**src/rtl/estagio_busca.sv**
```systemverilog
// Instruction-fetch stage: holds the PC, issues single-outstanding fetches and
// presents each word with its PC in the IF/ID register, with stall, redirect and flush.
module estagio_busca #(
  parameter logic [31:0] RESET_PC = 32'h00000000,
  parameter logic [31:0] NOP      = 32'h00000013
) (
  input  logic        clock,
  input  logic        reset,
  input  logic        stall,
  input  logic        desvio_tomado,
  input  logic [31:0] alvo_desvio,
  output logic        mem_req,
  output logic [31:0] mem_addr,
  input  logic        mem_ack,
  input  logic [31:0] mem_rdata,
  output logic [31:0] instrucao,
  output logic [31:0] pc_saida,
  output logic        valido,
  output logic [31:0] contador_busca
);

  localparam int unsigned XLEN = 32;
  localparam logic [XLEN-1:0] PASSO_PC = XLEN'(4);
  localparam logic [XLEN-1:0] MASCARA_ALINHA = ~XLEN'(3);

  typedef enum logic [1:0] {
    INICIO   = 2'd0,
    REQ      = 2'd1,
    HOLD     = 2'd2,
    DESCARTE = 2'd3
  } estado_t;

  estado_t         estado, estado_n;
  logic [XLEN-1:0] pc, pc_n;
  logic [XLEN-1:0] buf_instr, buf_instr_n;
  logic [XLEN-1:0] buf_pc, buf_pc_n;
  logic [XLEN-1:0] instrucao_n, pc_saida_n, contador_n, mem_addr_n;
  logic            valido_n, mem_req_n;
  logic            slot_livre, consumido;
  logic [XLEN-1:0] alvo_alinhado;

  assign slot_livre    = ~valido | ~stall;
  assign consumido     = valido & ~stall;
  assign alvo_alinhado = alvo_desvio & MASCARA_ALINHA;

  // State and datapath registers
  always_ff @(posedge clock) begin
    if (reset) begin
      estado         <= INICIO;
      pc             <= RESET_PC;
      buf_instr      <= '0;
      buf_pc         <= '0;
      instrucao      <= NOP;
      pc_saida       <= '0;
      valido         <= 1'b0;
      contador_busca <= '0;
      mem_req        <= 1'b0;
      mem_addr       <= RESET_PC;
    end else begin
      estado         <= estado_n;
      pc             <= pc_n;
      buf_instr      <= buf_instr_n;
      buf_pc         <= buf_pc_n;
      instrucao      <= instrucao_n;
      pc_saida       <= pc_saida_n;
      valido         <= valido_n;
      contador_busca <= contador_n;
      mem_req        <= mem_req_n;
      mem_addr       <= mem_addr_n;
    end
  end

  // Next-state and next-output logic
  always_comb begin
    estado_n    = estado;
    pc_n        = pc;
    buf_instr_n = buf_instr;
    buf_pc_n    = buf_pc;
    instrucao_n = instrucao;
    pc_saida_n  = pc_saida;
    valido_n    = valido;
    contador_n  = contador_busca;

    case (estado)
      INICIO: begin
        estado_n = REQ;
      end

      REQ: begin
        if (desvio_tomado) begin
          pc_n        = alvo_alinhado;
          valido_n    = 1'b0;
          instrucao_n = NOP;
          buf_instr_n = '0;
          buf_pc_n    = '0;
          estado_n    = mem_ack ? REQ : DESCARTE;
        end else if (mem_ack) begin
          pc_n = pc + PASSO_PC;
          if (slot_livre) begin
            instrucao_n = mem_rdata;
            pc_saida_n  = pc;
            valido_n    = 1'b1;
            contador_n  = contador_busca + XLEN'(1);
          end else begin
            buf_instr_n = mem_rdata;
            buf_pc_n    = pc;
            estado_n    = HOLD;
          end
        end else if (consumido) begin
          valido_n    = 1'b0;
          instrucao_n = NOP;
        end
      end

      HOLD: begin
        if (desvio_tomado) begin
          pc_n        = alvo_alinhado;
          valido_n    = 1'b0;
          instrucao_n = NOP;
          buf_instr_n = '0;
          buf_pc_n    = '0;
          estado_n    = REQ;
        end else if (!stall) begin
          instrucao_n = buf_instr;
          pc_saida_n  = buf_pc;
          valido_n    = 1'b1;
          contador_n  = contador_busca + XLEN'(1);
          estado_n    = REQ;
        end
      end

      DESCARTE: begin
        // Response to the abandoned address is swallowed; only the PC may move
        if (desvio_tomado) begin
          pc_n        = alvo_alinhado;
          valido_n    = 1'b0;
          instrucao_n = NOP;
        end
        if (mem_ack) begin
          estado_n = REQ;
        end
      end

      default: begin
        estado_n = INICIO;
      end
    endcase

    mem_req_n  = (estado_n == REQ) || (estado_n == DESCARTE);
    // In DESCARTE the bus keeps the old address until the ack arrives
    mem_addr_n = (estado_n == DESCARTE) ? mem_addr : pc_n;
  end

endmodule

```
**config.mk**
```make
export PLATFORM = sky130hd
export DESIGN_NAME = estagio_busca
export DESIGN_NICKNAME = d
export VERILOG_FILES = /design/src/rtl/estagio_busca.sv
export SDC_FILE = /design/constraint.sdc
export NUM_CORES = 1
export LEC_CHECK = 0
export ABC_CLOCK_PERIOD_IN_PS = 3100
export CAP_MARGIN = 10
export CORE_MARGIN = 4
export CORE_UTILIZATION = 56
export DETAILED_ROUTE_END_ITERATION = 7
export GPL_TIMING_DRIVEN = 0
export HOLD_SLACK_MARGIN = 0.03
export PLACE_DENSITY = 0.94
export SLEW_MARGIN = 20
export SYNTH_ARGS = -nofsm -noshare
export SYNTH_HDL_FRONTEND = slang
export SYNTH_SLANG_ARGS = --single-unit
```
**constraint.sdc**
```tcl
create_clock -name clock -period 3.1 [get_ports clock]
set_clock_uncertainty 0.05 [all_clocks]
set_input_delay 0.62 -clock clock [delete_from_list [all_inputs] [get_ports clock]]
set_output_delay 0.62 -clock clock [all_outputs]
set_load 0.1 [all_outputs]
```
==> impl_results.md <==
- Final GP Congestion: 1.01
- Wire length of the first global-routing pass: 54.5 mm
- Required time worst endpoint: 3.47 ns
- Pwr Total: 8.00 mW
- Post-route fraction of the period consumed by the critical path: 99.8%
- Type of the tightest min-delay check: reg2reg
- Post-synth top flop: sky130_fd_sc_hd__dfxtp_1
- Crit Path Class: in2reg
- Number of design rule violations left after detail routing: 0
- Data arrival, critical path: 3.46 ns
- Largest fanout of any net on the critical path: 10
- Actual slew at the worst max-slew pin: 1.05 ns
- Total vias in the final route: 10.5k
- Maximum operating frequency: 323 MHz
- Synthesized Nets: 1259
- Fraction of power consumed by the clock network: 38.2%
- P_leak: 4.65 nW
- Pre-Repair DR Iteration Count: 7
- Post-DP HPWL: 25.2 mm
- Number of H-tree branching levels: 1
- Power density normalized to cell area: 619 nW/um^2
- Total global routing overflow: 0
- Via count of the first global-routing pass: 10.1k
- Clock buffers created by TritonCTS: 24
- Routed length per placed instance: 21.5 um
- Final Slew Violations: 0
- # IOs: 199
- Post-layout util: 75.1%
- Fin Setup TNS: 0 ns
- EDFF count, synth: 0
- Final wirelength: 35.5 mm
- Switch Pwr: 2.61 mW
- Number of warnings issued by yosys: 0
- Post-synthesis instance area: 9840 sq um
- Final critical path time including I/O delays and setup: 3.09 ns
- Number of buffers added to fix hold violations after cts: 0
- Maximum number of pins on one net before global-route repair: 14
- Number of different library cells in the post-synthesis netlist: 73
- Area added between synthesis and finish: 31.4%
- Die Wd: 141 um
- Clock Path Buffers: 3
- Hold Worst Slack: 0.400 ns
- TritonCTS clock tree: done
- Worst-skew pair later-pin latency: 0.52 ns
- Worst supply voltage drop on vdd: 0.000587 V
- Combinational fraction of design power: 21.9%
- Layout cell share with drive strength beyond 1: 5.68%
- Number of antenna-violating nets in the routed design: 0
- Run status: finished clean
- Floorplan die area: 19800 sq um
- Final hold vios: 0
- Initial antenna violation count: 0
- Unrepaired setup endpoints after global routing: false
- Share of the yosys chip area belonging to registers: 46.2%
- Starting Density: 57.1%
- Total clock sinks: 227
- Height of the die: 141 um
- Final antenna diode count: 0
- Crit. End Element: flip-flop
- Clock transition at the register clock pins on the worst setup and hold paths after CTS: 0.06 ns
- Share of total power consumed by net switching: 32.7%
- Synthesized flop and latch total: 227
- Type of origin of the critical path: primary input
- Instance count of the mapped netlist: 1188
- Floorplan Core Area: 17200 sq um
- Violation count after the first detailed-routing iteration: 1090
- Relative slew slack: 30.1%
- Proportion of synthesized flip-flops having asynchronous set or reset: 0%
- Final count of negative-setup-slack endpoints: 0
- Root buffer cell: sky130_fd_sc_hd__clkbuf_16
- Standard-cell row count: 48
- Relative contribution of sequential cells to total power: 39.8%
- Postcts setup bufs: 0
- Number of input and output port buffers inserted: 195
- Number of gates given a new drive strength after cts: 0
- Number of violations of the max-capacitance limit: 0
- Post-synthesis area per instance: 8.29 sq um
- NumNets Final: 1481
- Internal power consumption: 5.39 mW
- Final non-filler cell area: 12900 sq um
- Vias per std cell: 6.34
- Area after detailed placement: 12100 sq um
- Gr usage total: 34.1%
-- registers in the layout, indices dropped and copies added, names as in the netlist --
register        flops
buf_instr          32
buf_pc             32
contador_busca     32
instrucao          32
mem_addr           32
pc                 32
pc_saida           32
estado              2
valido              1
-- power groups by stage --
stage,Sequential [mW],Combinational (mW),Clock [mW]
after global placement,3.24,1.70,0
after global routing,3.20,1.82,3.17
after CTS,3.18,1.73,3.05
after floorplan,3.96,0.480,0
final,3.19,1.76,3.06
after detailed placement,3.24,1.72,0
-- layout by cell type, fill, tap and decap left out, types with 13 or more instances in the layout --
master / n
sky130_fd_sc_hd__clkbuf_16: 25
sky130_fd_sc_hd__nor2_1: 154
sky130_fd_sc_hd__nand2_1: 116
sky130_fd_sc_hd__mux2i_1: 41
sky130_fd_sc_hd__clkdlybuf4s50_1: 195
sky130_fd_sc_hd__dfxtp_1: 227
sky130_fd_sc_hd__or3_1: 15
sky130_fd_sc_hd__a21oi_1: 88
sky130_fd_sc_hd__nand3_1: 104
sky130_fd_sc_hd__a221oi_1: 30
sky130_fd_sc_hd__o21ai_0: 30
sky130_fd_sc_hd__and3_1: 13
sky130_fd_sc_hd__nor4_1: 14
sky130_fd_sc_hd__clkbuf_1: 78
sky130_fd_sc_hd__buf_2: 17
sky130_fd_sc_hd__xnor2_1: 22
sky130_fd_sc_hd__a211oi_1: 38
sky130_fd_sc_hd__nor3_1: 51
sky130_fd_sc_hd__nand4_1: 14
-- Yosys cell counts, types with 3 or more instances --
master	instances	area [sq um]
sky130_fd_sc_hd__a211oi_1	39	293
sky130_fd_sc_hd__a21oi_1	88	440
sky130_fd_sc_hd__a221oi_1	30	263
sky130_fd_sc_hd__a22oi_1	5	37.5
sky130_fd_sc_hd__a311oi_1	3	26.3
sky130_fd_sc_hd__a31oi_1	5	31.3
sky130_fd_sc_hd__and2_1	6	37.5
sky130_fd_sc_hd__and3_1	13	81.3
sky130_fd_sc_hd__and4_1	4	35.0
sky130_fd_sc_hd__buf_1	7	26.3
sky130_fd_sc_hd__buf_2	17	85.1
sky130_fd_sc_hd__clkbuf_1	77	289
sky130_fd_sc_hd__dfxtp_1	227	4540
sky130_fd_sc_hd__inv_1	10	37.5
sky130_fd_sc_hd__mux2i_1	41	410
sky130_fd_sc_hd__nand2_1	116	435
sky130_fd_sc_hd__nand2b_1	5	31.3
sky130_fd_sc_hd__nand3_1	104	521
sky130_fd_sc_hd__nand4_1	14	87.6
sky130_fd_sc_hd__nor2_1	154	578
sky130_fd_sc_hd__nor3_1	51	255
sky130_fd_sc_hd__nor4_1	14	87.6
sky130_fd_sc_hd__o2111ai_1	3	26.3
sky130_fd_sc_hd__o211ai_1	5	37.5
sky130_fd_sc_hd__o21ai_0	30	150
sky130_fd_sc_hd__o21ai_1	4	20.0
sky130_fd_sc_hd__o221ai_1	6	52.6
sky130_fd_sc_hd__o22a_1	7	61.3
sky130_fd_sc_hd__o31ai_1	6	45.0
sky130_fd_sc_hd__or3_1	15	93.8
sky130_fd_sc_hd__xnor2_1	22	193
sky130_fd_sc_hd__xor2_1	4	35.0
-- final cells by class --
cell class                 count  area, sq um
sequential                   227         4540
tap                          225          282
inverter                      13         48.8
timing repair buffer         196         1960
buffer                       104          425
multi-input combinational    844         4830
clock inverter                 8          119
clock buffer                  35          723
fill                        1244         4300
-- worst paths after layout --
kind                                start                         end  slack, ns  cells past startpoint
hold reg to reg   buf_pc[16]$_SDFFE_PP0P_     buf_pc[16]$_SDFFE_PP0P_       0.40                      2
setup reg to reg     estado[0]$_SDFF_PP0_  instrucao[22]$_SDFFE_PP0P_       0.39                      7
setup / recovery            desvio_tomado   mem_addr[17]$_SDFFE_PP0P_      0.008                      7
hold / removal    buf_pc[16]$_SDFFE_PP0P_     buf_pc[16]$_SDFFE_PP0P_       0.40                      2
-- metrics by stage --
step	setup slack, ns	cells
4_1_cts	0.0442	1651
5_1_grt	0.0264	1652
3_5_place_dp	-0.450	1608
3_3_place_gp	-0.520	1608
2_1_floorplan	0.479	1188
6_report	0.00759	1652
-- layer usage --
metal / track usage, % / up-vias / part of all wire (%) / wire length (um)
met4: 15.2 / 0 / 5.0 / 1770
met5: 0 / - / 0 / 0
met1: 44.0 / 4946 / 39 / 13700
met3: 7.39 / 144 / 11 / 3840
li1: - / 4706 / - / -
met2: 55.2 / 680 / 46 / 16200
-- worst max-delay path, cell delays in order --
cell,delay (ns)
sky130_fd_sc_hd__clkdlybuf4s50_1,0.58
sky130_fd_sc_hd__buf_2,0.33
sky130_fd_sc_hd__inv_2,0.16
sky130_fd_sc_hd__a211oi_2,0.66
sky130_fd_sc_hd__clkbuf_1,0.70
sky130_fd_sc_hd__nand2_1,0.18
sky130_fd_sc_hd__a21oi_1,0.21
-- cells by family (layout without fill, tap and decap cells) --
family,after synthesis,count (layout),share of synthesized area (%)
AO/OA/AOI/OAI,263,263,18.0
XOR/XNOR,26,26,2.31
multiplexers,44,44,4.55
buffers and inverters,117,356,4.77
adder cells (fa/ha/maj),2,2,0.254
flip-flops,227,227,46.2
AND/OR/NAND/NOR,509,509,23.9
Note: power is estimated with default switching activity, not from simulation.
